<file path="src/rtl/nyancat_sprite_renderer.sv">
// Pixel stage after the VGA sync generator: scaled, animated 4-bit sprite from an external sync ROM -> 12-bit RGB.
// Optional `TEST_PATTERN_EN adds a pattern_sel input that replaces the sprite with 8 vertical colour bars.
module nyancat_sprite_renderer #(
    parameter int          H_ACTIVE    = 640,
    parameter int          V_ACTIVE    = 480,
    parameter int          SPRITE_W    = 64,
    parameter int          SPRITE_H    = 64,
    parameter int          SCALE_SHIFT = 2,
    parameter int          FRAMES      = 6,
    parameter int          FRAME_DIV   = 5,
    parameter logic [11:0] BG_RGB      = 12'h124,
    parameter int          X_W         = 10,
    parameter int          Y_W         = 10
) (
    input  logic           px_clk,
    input  logic           reset,
    input  logic           hsync_in,
    input  logic           vsync_in,
    input  logic [X_W-1:0] x_px,
    input  logic [Y_W-1:0] y_px,
    input  logic           activevideo,
`ifdef TEST_PATTERN_EN
    input  logic           pattern_sel,
`endif
    output logic [14:0]    rom_addr,
    input  logic [3:0]     rom_data,
    output logic           vga_hsync,
    output logic           vga_vsync,
    output logic [3:0]     vga_r,
    output logic [3:0]     vga_g,
    output logic [3:0]     vga_b,
    output logic [2:0]     frame_idx
);

    localparam int ADDR_W = 15;
    localparam int TX_W   = $clog2(SPRITE_W);
    localparam int TY_W   = $clog2(SPRITE_H);
    localparam int SPAN_X = SPRITE_W << SCALE_SHIFT;
    localparam int SPAN_Y = SPRITE_H << SCALE_SHIFT;
    localparam int X_OFS  = (H_ACTIVE - SPAN_X) / 2;
    localparam int Y_OFS  = (V_ACTIVE - SPAN_Y) / 2;
    localparam int DIV_W  = (FRAME_DIV > 1) ? $clog2(FRAME_DIV) : 1;

    if (FRAMES * SPRITE_W * SPRITE_H > 2 ** ADDR_W) begin : g_rom_too_big
        $error("sprite ROM image does not fit in a 15-bit address");
    end

    // ---------------- S1: sprite-space coordinates and ROM address ----------------
    // Negative offsets wrap to large unsigned values, so one compare covers both bounds.
    logic [X_W:0]        w_sx;
    logic [Y_W:0]        w_sy;
    logic                w_inside;
    logic [TX_W-1:0]     w_tx;
    logic [TY_W-1:0]     w_ty;
    logic [ADDR_W-1:0]   w_addr;

    logic [ADDR_W-1:0]   r_rom_addr;
    logic [2:0]          r_frame_idx;
    logic [DIV_W-1:0]    r_div;
    logic                r_vs_prev;
    logic [2:0]          r_hs_pipe;
    logic [2:0]          r_vs_pipe;
    logic                r_s1_active, r_s1_inside;
    logic                r_s2_active, r_s2_inside;
    logic [11:0]         r_rgb;
    logic [11:0]         w_pal;
    logic [11:0]         w_rgb_next;
    logic                w_vs_fall;

    assign w_sx     = {1'b0, x_px} - (X_W + 1)'(X_OFS);
    assign w_sy     = {1'b0, y_px} - (Y_W + 1)'(Y_OFS);
    assign w_inside = activevideo && (w_sx < (X_W + 1)'(SPAN_X)) && (w_sy < (Y_W + 1)'(SPAN_Y));
    assign w_tx     = w_sx[SCALE_SHIFT +: TX_W];
    assign w_ty     = w_sy[SCALE_SHIFT +: TY_W];
    assign w_addr   = ADDR_W'(r_frame_idx) * ADDR_W'(SPRITE_W * SPRITE_H)
                    + ADDR_W'(w_ty) * ADDR_W'(SPRITE_W)
                    + ADDR_W'(w_tx);

`ifdef TEST_PATTERN_EN
    logic [X_W-1:0] w_bar_full;
    logic [2:0]     w_bar;
    logic           r_s1_pat, r_s2_pat;
    logic [2:0]     r_s1_bar, r_s2_bar;
    logic [11:0]    w_bar_rgb;

    assign w_bar_full = x_px >> 6;
    assign w_bar      = (w_bar_full > X_W'(7)) ? 3'd7 : w_bar_full[2:0];

    always_ff @(posedge px_clk or posedge reset) begin
        if (reset) begin
            r_s1_pat <= 1'b0;
            r_s1_bar <= 3'd0;
            r_s2_pat <= 1'b0;
            r_s2_bar <= 3'd0;
        end else begin
            r_s1_pat <= pattern_sel;
            r_s1_bar <= w_bar;
            r_s2_pat <= r_s1_pat;
            r_s2_bar <= r_s1_bar;
        end
    end

    always_comb begin
        w_bar_rgb = 12'h000;
        case (r_s2_bar)
            3'd0:    w_bar_rgb = 12'hFFF;
            3'd1:    w_bar_rgb = 12'hFF0;
            3'd2:    w_bar_rgb = 12'h0FF;
            3'd3:    w_bar_rgb = 12'h0F0;
            3'd4:    w_bar_rgb = 12'hF0F;
            3'd5:    w_bar_rgb = 12'hF00;
            3'd6:    w_bar_rgb = 12'h00F;
            default: w_bar_rgb = 12'h000;
        endcase
    end
`endif

    // NOTE: every clocked process uses non-blocking assignments so all flops update from pre-edge values.
    always_ff @(posedge px_clk or posedge reset) begin
        if (reset) begin
            r_rom_addr  <= '0;
            r_s1_active <= 1'b0;
            r_s1_inside <= 1'b0;
            r_s2_active <= 1'b0;
            r_s2_inside <= 1'b0;
            r_hs_pipe   <= 3'b111;
            r_vs_pipe   <= 3'b111;
        end else begin
            if (w_inside) begin
                r_rom_addr <= w_addr;
            end
            r_s1_active <= activevideo;
            r_s1_inside <= w_inside;
            r_s2_active <= r_s1_active;
            r_s2_inside <= r_s1_inside;
            r_hs_pipe   <= {r_hs_pipe[1:0], hsync_in};
            r_vs_pipe   <= {r_vs_pipe[1:0], vsync_in};
        end
    end

    // ---------------- Animation: step the frame every FRAME_DIV vsync falls ----------------
    assign w_vs_fall = r_vs_prev && !vsync_in;

    always_ff @(posedge px_clk or posedge reset) begin
        if (reset) begin
            r_vs_prev   <= 1'b1;
            r_div       <= '0;
            r_frame_idx <= 3'd0;
        end else begin
            r_vs_prev <= vsync_in;
            if (w_vs_fall) begin
                if (r_div == DIV_W'(FRAME_DIV - 1)) begin
                    r_div       <= '0;
                    r_frame_idx <= (r_frame_idx == 3'(FRAMES - 1)) ? 3'd0 : r_frame_idx + 3'd1;
                end else begin
                    r_div <= r_div + 1'b1;
                end
            end
        end
    end

    // ---------------- S3: palette lookup on the ROM's registered index ----------------
    // NOTE: combinational blocks assign a default first so no path can infer a latch.
    always_comb begin
        w_pal = BG_RGB;
        case (rom_data)
            4'h0: w_pal = BG_RGB;
            4'h1: w_pal = 12'h000;
            4'h2: w_pal = 12'hFFF;
            4'h3: w_pal = 12'hFC9;
            4'h4: w_pal = 12'hF9F;
            4'h5: w_pal = 12'hF39;
            4'h6: w_pal = 12'h999;
            4'h7: w_pal = 12'hF99;
            4'h8: w_pal = 12'hF00;
            4'h9: w_pal = 12'hF90;
            4'hA: w_pal = 12'hFF0;
            4'hB: w_pal = 12'h3F0;
            4'hC: w_pal = 12'h09F;
            4'hD: w_pal = 12'h63F;
            4'hE: w_pal = 12'h666;
            4'hF: w_pal = 12'hCCC;
            default: w_pal = BG_RGB;
        endcase
    end

    always_comb begin
        w_rgb_next = 12'h000;
        if (r_s2_active) begin
            w_rgb_next = r_s2_inside ? w_pal : BG_RGB;
`ifdef TEST_PATTERN_EN
            if (r_s2_pat) begin
                w_rgb_next = w_bar_rgb;
            end
`endif
        end
    end

    always_ff @(posedge px_clk or posedge reset) begin
        if (reset) begin
            r_rgb <= 12'h000;
        end else begin
            r_rgb <= w_rgb_next;
        end
    end

    assign rom_addr  = r_rom_addr;
    assign frame_idx = r_frame_idx;
    assign vga_hsync = r_hs_pipe[2];
    assign vga_vsync = r_vs_pipe[2];
    assign vga_r     = r_rgb[11:8];
    assign vga_g     = r_rgb[7:4];
    assign vga_b     = r_rgb[3:0];

endmodule
</file>
<file path="config.mk">
export PLATFORM = sky130hd
export DESIGN_NAME = nyancat_sprite_renderer
export DESIGN_NICKNAME = d
export VERILOG_FILES = /design/src/rtl/nyancat_sprite_renderer.sv
export SDC_FILE = /design/constraint.sdc
export NUM_CORES = 1
export LEC_CHECK = 0
export CAP_MARGIN = 20
export CORE_MARGIN = 2
export CORE_UTILIZATION = 46
export CTS_CLUSTER_DIAMETER = 150
export DETAILED_ROUTE_END_ITERATION = 8
export PLACE_DENSITY = 0.84
export SKIP_CTS_REPAIR_TIMING = 1
export SLEW_MARGIN = 20
export SYNTH_ARGS = -nofsm -noshare
export SYNTH_HDL_FRONTEND = slang
export SYNTH_SLANG_ARGS = --single-unit
</file>
<file path="constraint.sdc">
create_clock -name px_clk -period 1.55 [get_ports px_clk]
set_input_delay 0.3875 -clock px_clk [delete_from_list [all_inputs] [get_ports px_clk]]
set_output_delay 0.3875 -clock px_clk [all_outputs]
set_load 0.05 [all_outputs]
</file>
==> out/results.tsv <==
metric	value	unit
powerDensity	1331	mW/mm²
yosysUniqueCellTypes	39	
power_leakage	0.001602	µW
hp-class	reg2reg	
fin_cells	288	
grt_max_degree	44	
htreeDepth	2	
synth-compound-area-share	12.71	%
grt_pass1_vias	1532	
drv_slew	0	
max_freq	0.6553	GHz
routabilityCongestion	0.8430	
finalHoldViolations	0	
grt_antenna_before_repair	0	
yosysTopAreaCellShare	47.74	%
post-dp-hpwl	3259	µm
critPathRequiredTime	1.74	ns
cts_num_sinks	43	
ant_nets	0	
min_delay_path_depth	0	
gr-usage-all-layers	20.73	%
drt-initial-drc-count	123	
area_delta_synth_final	66.19	%
yosys.area_share.simple	9.097	%
syn_avg_cell_area	12.20	µm²
route.top_layer_used	met4	
clock_latency	0.29	ns
vias	1491	
die_y	68.93	µm
yosysWarnings	0	
reg2reg_to	frame_idx[2]	
critPathMaxStageDelay	0.51	ns
diodes	0	
cts_buffer_depth	2	
place_inst	278	
grt_overflow	0	
reg2regPathDepth	5	
path_cells	clkdlybuf4s50_1, inv_1, ha_1, a211o_1, a21oi_1	
cts_buffers	5	
maxCapViolCount	0	
drt-wirelength-per-cell	15.50	µm
setup_violations	0	
seq_area_frac_synth	55.87	%
viasPerCell	5.177	
critPathKind	in2reg	
max-vdd-ir-drop	1009	µV
numPortBuffers	56	
max-slew-margin-rel	75.81	%
finalCritPeriodShare	98.45	%
startpoint_type	primary input	
worst_pin_slew	0.3623	ns
mostFrequentLayoutCell	dfrtp_1	
clockRootBuffer	clkbuf_8	
rows	23	
synth_xor_area_share	1.355	%
final_cell_mix	37 x dfrtp_1, 34 x buf_12, 20 x buf_4	
synth_seq_cells	43	
r2r_start	r_div[0]	
period_needed	1.526	ns
worstPathArrival	1.72	ns
grt_pass1_wl	6969	µm
cp-end-kind	flip-flop	
wl_met3	299	µm
r2r_setup_slack	0.24	ns
wl	4464	µm
first_pass_iters	4	
holdWs	0.3480	ns
start_util	48.14	%
synth_area_leader_cell	dfrtp_1	
cp_max_fo	5	
syn_nets	197	
cts_tree	built	
final_nets	275	
drive_gt1_share	41.18	%
synthCells	159	
critical_path.endpoint	r_rgb[7]	
dieArea	0.004751	mm²
io_pins	61	
synth_top_family_by_area	compound AO/OA/AOI/OAI gates	
crit_slowest_cell	clkdlybuf4s50_1	
syn-cell-area	0.001939	mm²
synth.area.top_cells	dfrtp_1 48%, dfstp_2 8.1%, ha_1 5.8%	
core-area	0.004029	mm²
fp.dieW	68.93	µm
startpoint	rom_data[1]	
wl_met1	1725	µm
dr_wl_met2	2421	µm
route.detailed.drc	0	
status	complete, no violations	
clkTransAtPathRegs	0.09	ns
synth_mux_area_share	10.45	%
synth_fa_ha_area_share	5.806	%
clock_skew	0.01148	ns
-- synthesized netlist by cell type (all sizes together) --
cell type / n
a211o: 2
a211oi: 3
a21boi: 3
a21o: 3
a21oi: 8
a2bb2oi: 1
and2: 1
and3: 1
buf: 6
clkbuf: 2
dfrtp: 37
dfstp: 6
ha: 9
inv: 11
mux2: 13
mux2i: 3
nand2: 9
nand2b: 3
nand3: 4
nand3b: 1
nand4: 2
nand4b: 1
nor2: 7
nor2b: 3
nor3: 2
nor3b: 1
o211ai: 1
o21a: 1
o21ai: 8
o221a: 2
o22ai: 1
o311a: 1
xnor2: 1
xor2: 2
-- report_power, final --
part	switching, µW	total, µW	internal [µW]
Combinational	906	1840	939
Clock	385	865	480
Sequential	244	1580	1340
-- flip-flops by register name, indices dropped and copies added, names as in the netlist --
register	cells
frame_idx	3
r_hs_pipe	3
r_s1_inside	1
r_s2_inside	1
r_vs_pipe	3
r_div	3
r_rgb	12
rom_addr	15
r_s2_active	1
r_s1_active	1
-- per-layer routing --
metal / vias up / GRT usage (%)
li1: 703 / -
met1: 733 / 24.26
met2: 53 / 35.10
met3: 2 / 8.442
met4: 0 / 5.882
met5: - / 0
-- cell families after synthesis --
group	after synthesis
compound gates	34
xor+xnor	3
fa+ha+maj	9
buf+inv	19
flops	43
mux	16
simple gates	35
-- worst max-delay path, delay by kind of cell --
kind | cells | cell delay, ns
AOI/OAI and AO/OA | 2 | 0.48
adders and majority gates | 1 | 0.26
buffers and inverters | 2 | 0.60
-- worst min-delay path by stage --
stage / from / end / slack (ns)
after floorplan: r_s1_active / r_s2_active / 0.33
after global placement: r_s1_active / r_s2_active / 0.33
after detailed placement: r_s1_active / r_s2_active / 0.35
after CTS: r_s1_inside / r_s2_inside / 0.36
after global routing: r_s1_inside / r_s2_inside / 0.36
final: r_s1_inside / r_s2_inside / 0.35
-- metrics by stage --
stage	power (µW)	utilization, %	setup TNS (ns)	setup WS, ns	area [µm²]
final	4289	80.00	0	0.02405	3223
after global routing	4494	80.00	-0.008788	-0.008788	3223
after CTS	4297	77.92	-7.067	-0.5009	3139
after detailed placement	3446	75.12	-14.43	-0.8182	3027
after global placement	3384	75.12	-13.26	-0.7718	3027
after floorplan	2459	-	-0.5268	-0.07525	1963
-- final cells by class --
type,instances,area [µm²]
fill,228,805.8
multi-input combinational,97,814.5
tap,50,62.56
sequential,43,1084
clock inverter,3,43.79
inverter,11,41.29
timing repair buffer,79,1109
clock buffer,5,68.82
No activity file was read; power rests on OpenSTA's default activity.
